**config.mk**
```make
export PLATFORM = sky130hd
export DESIGN_NAME = edit_mode_controller
export DESIGN_NICKNAME = d
export VERILOG_FILES = /design/src/rtl/edit_mode_controller.sv
export SDC_FILE = /design/constraint.sdc
export NUM_CORES = 1
export LEC_CHECK = 0
export BUFFER_PORTS_ARGS = -buffer_cell sky130_fd_sc_hd__buf_4
export CAP_MARGIN = 20
export CORE_ASPECT_RATIO = 1.1
export CORE_MARGIN = 10
export CORE_UTILIZATION = 44
export CTS_CLUSTER_SIZE = 12
export DETAILED_ROUTE_END_ITERATION = 8
export PLACE_DENSITY = 0.84
export SETUP_SLACK_MARGIN = 0.4
export SKIP_CTS_REPAIR_TIMING = 1
export SLEW_MARGIN = 0
export SYNTH_ARGS = -nofsm -noshare
export SYNTH_HDL_FRONTEND = slang
export SYNTH_SLANG_ARGS = --single-unit
export TNS_END_PERCENT = 1
```
**constraint.sdc**
```tcl
create_clock -name clk -period 1.5 [get_ports clk]
set_clock_uncertainty 0.05 [all_clocks]
set_input_delay 0.075 -clock clk [delete_from_list [all_inputs] [get_ports clk]]
set_output_delay 0.075 -clock clk [all_outputs]
set_load 0.005 [all_outputs]
```
**src/rtl/edit_mode_controller.sv**
```systemverilog
// Multi-field edit-session controller: one button enters/steps/commits, one aborts, with an
// inactivity timeout and warning window. Define EDIT_BLINK_EN to enable the blink phase toggle.
module edit_mode_controller #(
   parameter int unsigned NUM_FIELDS      = 4,
   parameter int unsigned TIMEOUT_SECONDS = 15,
   parameter int unsigned WARN_SECONDS    = 3,
   parameter int unsigned FW              = 2,
   parameter int unsigned CW              = 6
) (
   input  logic          clk,
   input  logic          reset,
   input  logic          btn_mode_pulse,
   input  logic          btn_cancel_pulse,
   input  logic          activity_pulse,
   input  logic          tick_1s,
   output logic          edit_active,
   output logic [FW-1:0] field_sel,
   output logic [CW-1:0] secs_left,
   output logic          timeout_warn,
   output logic          commit_pulse,
   output logic          cancel_pulse,
   output logic          mode_timeout,
   output logic          blink
);

   localparam logic [FW-1:0] LastField = FW'(NUM_FIELDS - 1);
   localparam logic [CW-1:0] SecsLoad  = CW'(TIMEOUT_SECONDS);
   localparam logic [CW-1:0] SecsWarn  = CW'(WARN_SECONDS);
   localparam logic [CW-1:0] SecsOne   = CW'(1);

   typedef enum logic [0:0] {StIdle, StEdit} state_e;

   state_e        state_q, state_d;
   logic [FW-1:0] field_q, field_d;
   logic [CW-1:0] secs_q, secs_d;
   logic          commit_q, commit_d;
   logic          cancel_q, cancel_d;
   logic          timeout_q, timeout_d;
   logic          reload;
   logic          tick_dec;

   always_comb begin
      state_d   = state_q;
      field_d   = field_q;
      secs_d    = secs_q;
      commit_d  = 1'b0;
      cancel_d  = 1'b0;
      timeout_d = 1'b0;
      reload    = 1'b0;
      tick_dec  = 1'b0;
      unique case (state_q)
         StIdle: begin
            if (btn_mode_pulse) begin
               state_d = StEdit;
               field_d = '0;
               secs_d  = SecsLoad;
               reload  = 1'b1;
            end
         end
         StEdit: begin
            // Strict priority: one event acts per cycle, lower ones are dropped.
            if (btn_cancel_pulse) begin
               state_d  = StIdle;
               cancel_d = 1'b1;
            end else if (btn_mode_pulse) begin
               if (field_q < LastField) begin
                  field_d = field_q + FW'(1);
                  secs_d  = SecsLoad;
                  reload  = 1'b1;
               end else begin
                  state_d  = StIdle;
                  commit_d = 1'b1;
               end
            end else if (activity_pulse) begin
               secs_d = SecsLoad;
               reload = 1'b1;
            end else if (tick_1s) begin
               if (secs_q > SecsOne) begin
                  secs_d   = secs_q - SecsOne;
                  tick_dec = 1'b1;
               end else begin
                  state_d   = StIdle;
                  timeout_d = 1'b1;
               end
            end
            if (state_d == StIdle) begin
               field_d = '0;
               secs_d  = '0;
            end
         end
         default: begin
            state_d = StIdle;
            field_d = '0;
            secs_d  = '0;
         end
      endcase
   end

   always_ff @(posedge clk or posedge reset) begin
      if (reset) begin
         state_q   <= StIdle;
         field_q   <= '0;
         secs_q    <= '0;
         commit_q  <= 1'b0;
         cancel_q  <= 1'b0;
         timeout_q <= 1'b0;
      end else begin
         state_q   <= state_d;
         field_q   <= field_d;
         secs_q    <= secs_d;
         commit_q  <= commit_d;
         cancel_q  <= cancel_d;
         timeout_q <= timeout_d;
      end
   end

`ifdef EDIT_BLINK_EN
   logic blink_q, blink_d;

   // Held high whenever a field becomes freshly visible; only surviving ticks toggle it.
   always_comb begin
      blink_d = blink_q;
      if (state_d == StIdle || reload) begin
         blink_d = 1'b1;
      end else if (tick_dec) begin
         blink_d = ~blink_q;
      end
   end

   always_ff @(posedge clk or posedge reset) begin
      if (reset) begin
         blink_q <= 1'b1;
      end else begin
         blink_q <= blink_d;
      end
   end

   assign blink = blink_q;
`else
   logic unused_blink;
   assign unused_blink = reload ^ tick_dec;
   assign blink        = 1'b1;
`endif

   assign edit_active  = (state_q == StEdit);
   assign field_sel    = field_q;
   assign secs_left    = secs_q;
   assign timeout_warn = edit_active && (secs_q <= SecsWarn);
   assign commit_pulse = commit_q;
   assign cancel_pulse = cancel_q;
   assign mode_timeout = timeout_q;

endmodule

```
==> summary.md, run 1 <==
| Metric | Value |
|---|---|
| Rows | 15 |
| Commonest non-fill, non-tap cell in the layout | buf_4 |
| Crit Path Max Fanout | 2 |
| Post-synthesis sequential area ratio | 41.7% |
| Largest net degree at the start of global routing | 14 |
| Wire per inst | 16.6 um |
| Die width | 58.6 um |
| Crit path DAT | 1.80 ns |
| Area growth from synthesis to layout | 47.7% |
| Global-route usage over all layers | 11.2% |
| Setup-failing EPs final | 7 |
| Setup TNS | -0.536 ns |
| Cell variety after synth | 33 |
| GRT overflow | 0 |
| Status | finished with violations |
| Number of synthesis warnings | 0 |
| Root buffer cell | clkbuf_4 |
| Die Area | ~3700 um^2 |
| Initial DRC Count | 14 |
| Htree depth | 1 |
| Tot Pwr | 956 uW |
| GPL Wtd Cong | slightly above 0.8 |
| Core footprint | 1560 um^2 |
| Vias in the first global route | 727 |
| Synth Register Bits | 12 |
| Worst-Skew Late Latency | 0.28 ns |
| Syn_nets | 89 |
| Mapped Cells | 80 |
| Mapped cell area | 721 um^2 |
| # diodes | 0 |
| TritonRoute pass-1 iters | 4 |
| Vias | about 760 |
| Critical path class | flop to flop |
| Initial Util | 46.3% |
| DP Wirelength | ~1500 um |
| CTS Buf Count | 3 |
| Cell class contributing the biggest share of worst-path delay | simple AND/OR/NAND/NOR gates |
| DR DRC count | 0 |
| WL final | about 2200 um |
| Max Clock Freq | 591 MHz |
| Worst rel slew slack | 63.0% |
| Commonest non-fill, non-tap cells in the layout | buf_4 (31), dfrtp_1 (11), nor2_1 (10), nand2_1 (5), a31oi_1 (5) |
| FFs w/ async S/R, synth | 100% |
| Max-slew violation count | 0 |
| Final Cell Area | 1060 um^2 |
| Violated checks | negative setup slack |
| Dominant cells by area after synthesis | dfrtp_1 (42%), ha_1 (5.2%), nor2_1 (5.2%) |
| Max stage delay cell, worst path | or4_4 |
| Syn Area/Cell | 9.01 um^2 |
| Layout cells sized above 1 | approximately two fifths |
| Largest stage delay on the critical path | 0.43 ns |
| CTS tree | built |
| Leak Pwr | 0.000517 uW |
| PortBufs | 18 |
| Pwr per Cell Area | 898 nW/um^2 |
| RSZ-0062 raised after global routing | yes |
| Hold WS | between 0.02 and 0.025 ns |
| Endpoints failing hold | 0 |
| Initial antenna violation count | 0 |
| Clk sinks | 12 |
| Clk slew on worst S/H paths | ~0.090 ns |
| Max VDD drop | 0.513 mV |
| Top Ports | 20 |
| Setup WS post-layout | -0.193 ns |
| Bufs and invs on worst path | 1 |
| Number of synthesized flops with an enable pin | 0 |
| Hold Path Class | input pin to flop |
| Worst slew pin tran | ~0.55 ns |
| Final period util | 113% |
| Startpoint types | flop |
| Post-route ant nets | 0 |
| Clock Tree Buf Depth | 2 |
| Worst EP required | about 1.6 ns |
| Max_cap viols | 0 |
| Endpoint type of the worst setup path | flop |
| Placement Cell Area | between 900 and 1000 um^2 |
| CP Cell Sequence | buf_4, or4_4, o21ai_2, nor2_1, a221o_1 |
| Final Net Count | 126 |
| Synth top area share | 41.7% |
| First-pass GRT wire length | 3350 um |
| Area leader, netlist | dfrtp_1 |
| Vias per std cell | 5.70 |
| Dominant synthesized flop cell | dfrtp_1 |
| Min Tclk post-route | around 1.7 ns |
| Die height | 62.4 um |
## layer usage
layer	track usage, %	vias up	share of wire, %
li1	-	367	-
met1	13.4	360	40
met2	16.9	25	51
met3	3.46	6	6.3
met4	6.32	0	2.4
met5	0	-	0
## path summary, 6_finish.rpt
path | from | to | slack, ns | depth (start not counted)
worst min-delay path | btn_cancel_pulse | cancel_pulse | 0.02 | 2
worst max register to register | secs_left[3] | secs_left[4] | -0.19 | 5
worst min register to register | field_sel[0] | field_sel[0] | 0.55 | 2
min in group asynchronous | reset | commit_pulse | 0.32 | 3
worst max-delay path | secs_left[3] | secs_left[4] | -0.19 | 5
max in group asynchronous | reset | secs_left[2] | 0.73 | 3
## registers in the layout (all words and copies together) (netlist names)
name and flops:
commit_pulse 1, secs_left 6, mode_timeout 1, edit_active 1
cancel_pulse 1, field_sel 2
## where the power goes
part	leakage (uW)	switching, uW	internal, uW	total, uW
Clock	0.0000210	121	148	268
Combinational	0.000347	148	166	313
Sequential	0.000149	22.3	352	374
## cell families after synthesis
group,count (synthesis),share of synthesized area (%)
adders and majority gates,3,5.21
muxes,2,2.95
AOI/OAI and AO/OA,26,24.0
buffers and inverters,6,3.82
and+or+nand+nor,30,21.9
DFF,12,41.7
other,1,0.520
## Yosys cell counts, drive strengths merged (3+ instances only)
| library cell | number |
|---|---|
| a21oi | 3 |
| a31oi | 5 |
| dfrtp | 12 |
| ha | 3 |
| inv | 3 |
| nand2 | 5 |
| nor2 | 10 |
| o21a | 3 |
| o21ai | 8 |
## layout make-up
cell class / instances / area, um^2
Multi-Input combinational cell: 62 / 418
Fill cell: 131 / 493
Timing Repair Buffer: 35 / 277
Tap cell: 17 / 21.3
Sequential cell: 12 / 302
Inverter: 3 / 11.3
Clock buffer: 4 / 36.3
## metrics by stage
stage	instances	setup slack (ns)	utilization [%]
4_1_cts	130	-0.225	64.3
3_5_place_dp	126	-0.154	62.0
3_3_place_gp	126	-0.0841	62.0
6_report	133	-0.193	68.4
2_1_floorplan	80	-0.0988	-
5_1_grt	133	-0.202	68.4
(Power assumes the default switching activity.)
==> run 2, diff against run 1 <==
--- a/config.mk
+++ b/config.mk
@@ -5,14 +5,14 @@
 export SDC_FILE = /design/constraint.sdc
 export NUM_CORES = 1
 export LEC_CHECK = 0
+export ABC_AREA = 1
 export BUFFER_PORTS_ARGS = -buffer_cell sky130_fd_sc_hd__buf_4
-export CAP_MARGIN = 20
 export CORE_ASPECT_RATIO = 1.1
 export CORE_MARGIN = 10
-export CORE_UTILIZATION = 44
+export CORE_UTILIZATION = 46
 export CTS_CLUSTER_SIZE = 12
 export DETAILED_ROUTE_END_ITERATION = 8
-export PLACE_DENSITY = 0.84
+export PLACE_DENSITY = 0.85
 export SETUP_SLACK_MARGIN = 0.4
 export SKIP_CTS_REPAIR_TIMING = 1
 export SLEW_MARGIN = 0
==> summary.md, run 2 <==
| Metric | Value |
|---|---|
| Max VDD drop | 0.692 mV |
| Status | finished with violations |
| Htree depth | 1 |
| Vias per std cell | about 5.4 |
| Dominant synthesized flop cell | dfrtp_1 |
| Endpoints failing hold | 0 |
| Cell variety after synth | 26 |
| Core footprint | between 1500 and 2000 um^2 |
| CTS tree | built |
| Sequential share of power | a little over a third |
| Worst-Skew Late Latency | between 0.2 and 0.3 ns |
| Area leader, netlist | dfrtp_1 |
| Largest net degree at the start of global routing | 13 |
| Setup-failing EPs final | 6 |
| # diodes | 0 |
| Post-synthesis sequential area ratio | 37.4% |
| DP Wirelength | 1620 um |
| Hold Path Class | input pin to flop |
| Die height | 63.8 um |
| Multi-input combinational cell area | 473 um^2 |
| Vias in the first global route | 795 |
| Final Net Count | approximately 150 |
| Clk slew on worst S/H paths | ~0.090 ns |
| Reg area | 302 um^2 |
| TritonRoute pass-1 iters | 4 |
| Top Ports | 20 |
| First-pass GRT wire length | between 3000 and 4000 um |
| Clock Tree Buf Depth | 2 |
| Clk sinks | 12 |
| Sw frac | 37.4% |
| Min Tclk post-route | 1.68 ns |
| CTS Buf Count | 3 |
| Root buffer cell | clkbuf_4 |
| Post-route ant nets | 0 |
| Max_cap viols | 0 |
| Mapped cell area | ~800 um^2 |
| Cell internal pwr | roughly 740 uW |
| Syn Area/Cell | 7.51 um^2 |
| Synth Register Bits | 12 |
| Startpoint types | flop |
| Commonest non-fill, non-tap cell in the layout | nand2_1 |
| Initial DRC Count | 43 |
| Util after Layout | 71.9% |
| Commonest non-fill, non-tap cells in the layout | nand2_1 (29), buf_4 (24), dfrtp_1 (11), inv_1 (10), nand2_2 (8) |
| Synth top area share | 37.4% |
| Max Clock Freq | 595 MHz |
| Pwr per Cell Area | 1020 nW/um^2 |
| RSZ-0062 raised after global routing | yes |
| Mapped Cells | 107 |
| Initial antenna violation count | 0 |
| Critical path class | flop to flop |
| Dominant cells by area after synthesis | dfrtp_1 (37%), nand2_1 (17%), inv_1 (6.5%) |
| Global-route usage over all layers | between 10% and 20% |
| PortBufs | 18 |
| Endpoint type of the worst setup path | flop |
| Clock power frac | 23.4% |
| Wire per inst | 16.5 um |
| Die width | roughly 60 um |
| Violated checks | negative setup slack |
| GRT overflow | 0 |
| Worst EP required | 1.64 ns |
| Combinational fraction of design power | 41.8% |
| Initial Util | 49.8% |
| DR DRC count | 0 |
| Crit Path Max Fanout | 5 |
| Syn_nets | 116 |
| Most frequent cells after synthesis | nand2_1 (36), inv_1 (14), dfrtp_1 (12) |
| Max reg flops | 6 |
| Sw power | around 440 uW |
| Setup TNS | -0.354 ns |
| Die Area | 3820 um^2 |
| Most numerous cell in the Yosys netlist | nand2_1 |
| FFs w/ async S/R, synth | 100% |
| Max-slew violation count | 0 |
| Rows | 15 |
| GPL Wtd Cong | a little over 0.8 |
| Number of synthesis warnings | 0 |
| # fillers | 124 |
| Setup WS post-layout | -0.182 ns |
| Leak Pwr | 0.000599 uW |
| Layout cells sized above 1 | 43.9% |
| Crit path DAT | 1.82 ns |
| Area growth from synthesis to layout | 44.5% |
| Vias | 849 |
| Tot Pwr | 1180 uW |
| Number of synthesized flops with an enable pin | 0 |
| Final period util | 112% |
| WL final | 2570 um |
==> run 2: changes by cell type in the layout (fill, tap and decap cells not counted), moves of 5 or more <==
cell     delta
nand3_1     +6
nand2_1    +24
inv_1       +7
a31oi_1     -5
buf_4       -7
nand2_2     +8
nor2_1      -5
==> run 2: stage by stage <==
stage                     hold WS [ns]  area, um^2  setup WS [ns]  std cells
final                           0.0571        1160         -0.182        156
after global routing            0.0615        1160         -0.254        156
after CTS                       -0.227        1030        -0.0833        149
after detailed placement        0.0755         991        -0.0546        145
after global placement          0.0648         991       -0.00875        145
after floorplan                 -0.110         816          0.106        107
==> run 2: final cells by class <==
type | count | share of cell area, %
Multi-Input combinational cell | 76 | 40.7
Timing Repair Buffer | 31 | 22.1
Clock buffer | 4 | 3.13
Tap cell | 17 | 1.83
Inverter | 16 | 6.25
Sequential cell | 12 | 26.0
==> run 2: cells by family after synthesis <==
| logic type | after synthesis | synth area share, % |
|---|---|---|
| simple gates | 63 | 38.6 |
| buf+inv | 19 | 11.1 |
| flops | 12 | 37.4 |
| compound gates | 8 | 6.70 |
| fa+ha+maj | 3 | 4.67 |
| xor+xnor | 1 | 1.09 |
| other cells | 1 | 0.467 |
==> run 2: metal layers <==
layer | part of all wire [%] | routed length, um | track usage [%]
met5 | 0 | 0 | 0
met3 | 7.1 | 182 | 2.37
met1 | 38 | 983 | 12.0
met2 | 49 | 1270 | 20.4
met4 | 5.5 | 141 | 7.30
==> run 2: final timing paths <==
kind | endpoint | cells past startpoint | slack, ns | from
setup / recovery | secs_left[2] | 10 | -0.18 | secs_left[0]
hold / removal | commit_pulse | 3 | 0.06 | btn_mode_pulse
setup reg to reg | secs_left[2] | 10 | -0.18 | secs_left[0]
hold reg to reg | secs_left[0] | 2 | 0.54 | secs_left[0]
max in group asynchronous | secs_left[0] | 3 | 0.74 | reset
min in group asynchronous | secs_left[2] | 3 | 0.30 | reset
==> run 2: power groups by stage <==
stage               combinational [uW]  sequential, uW  clock (uW)
finish                             494             410         276
CTS                                380             396         272
detailed placement                 374             402           0
floorplan                          210             412           0
global route                       539             414         293
global placement                   365             400           0
==> run 2: worst max-delay path, stage by stage, from the launching register on <==
cell and delay, ns:
dfrtp_2 0.46, inv_4 0.10, ha_4 0.15, inv_4 0.04, buf_4 0.13, a21oi_1 0.22
o21ai_0 0.16, nand2_1 0.09, nand2_1 0.06, nand2_2 0.06, nand2_1 0.05
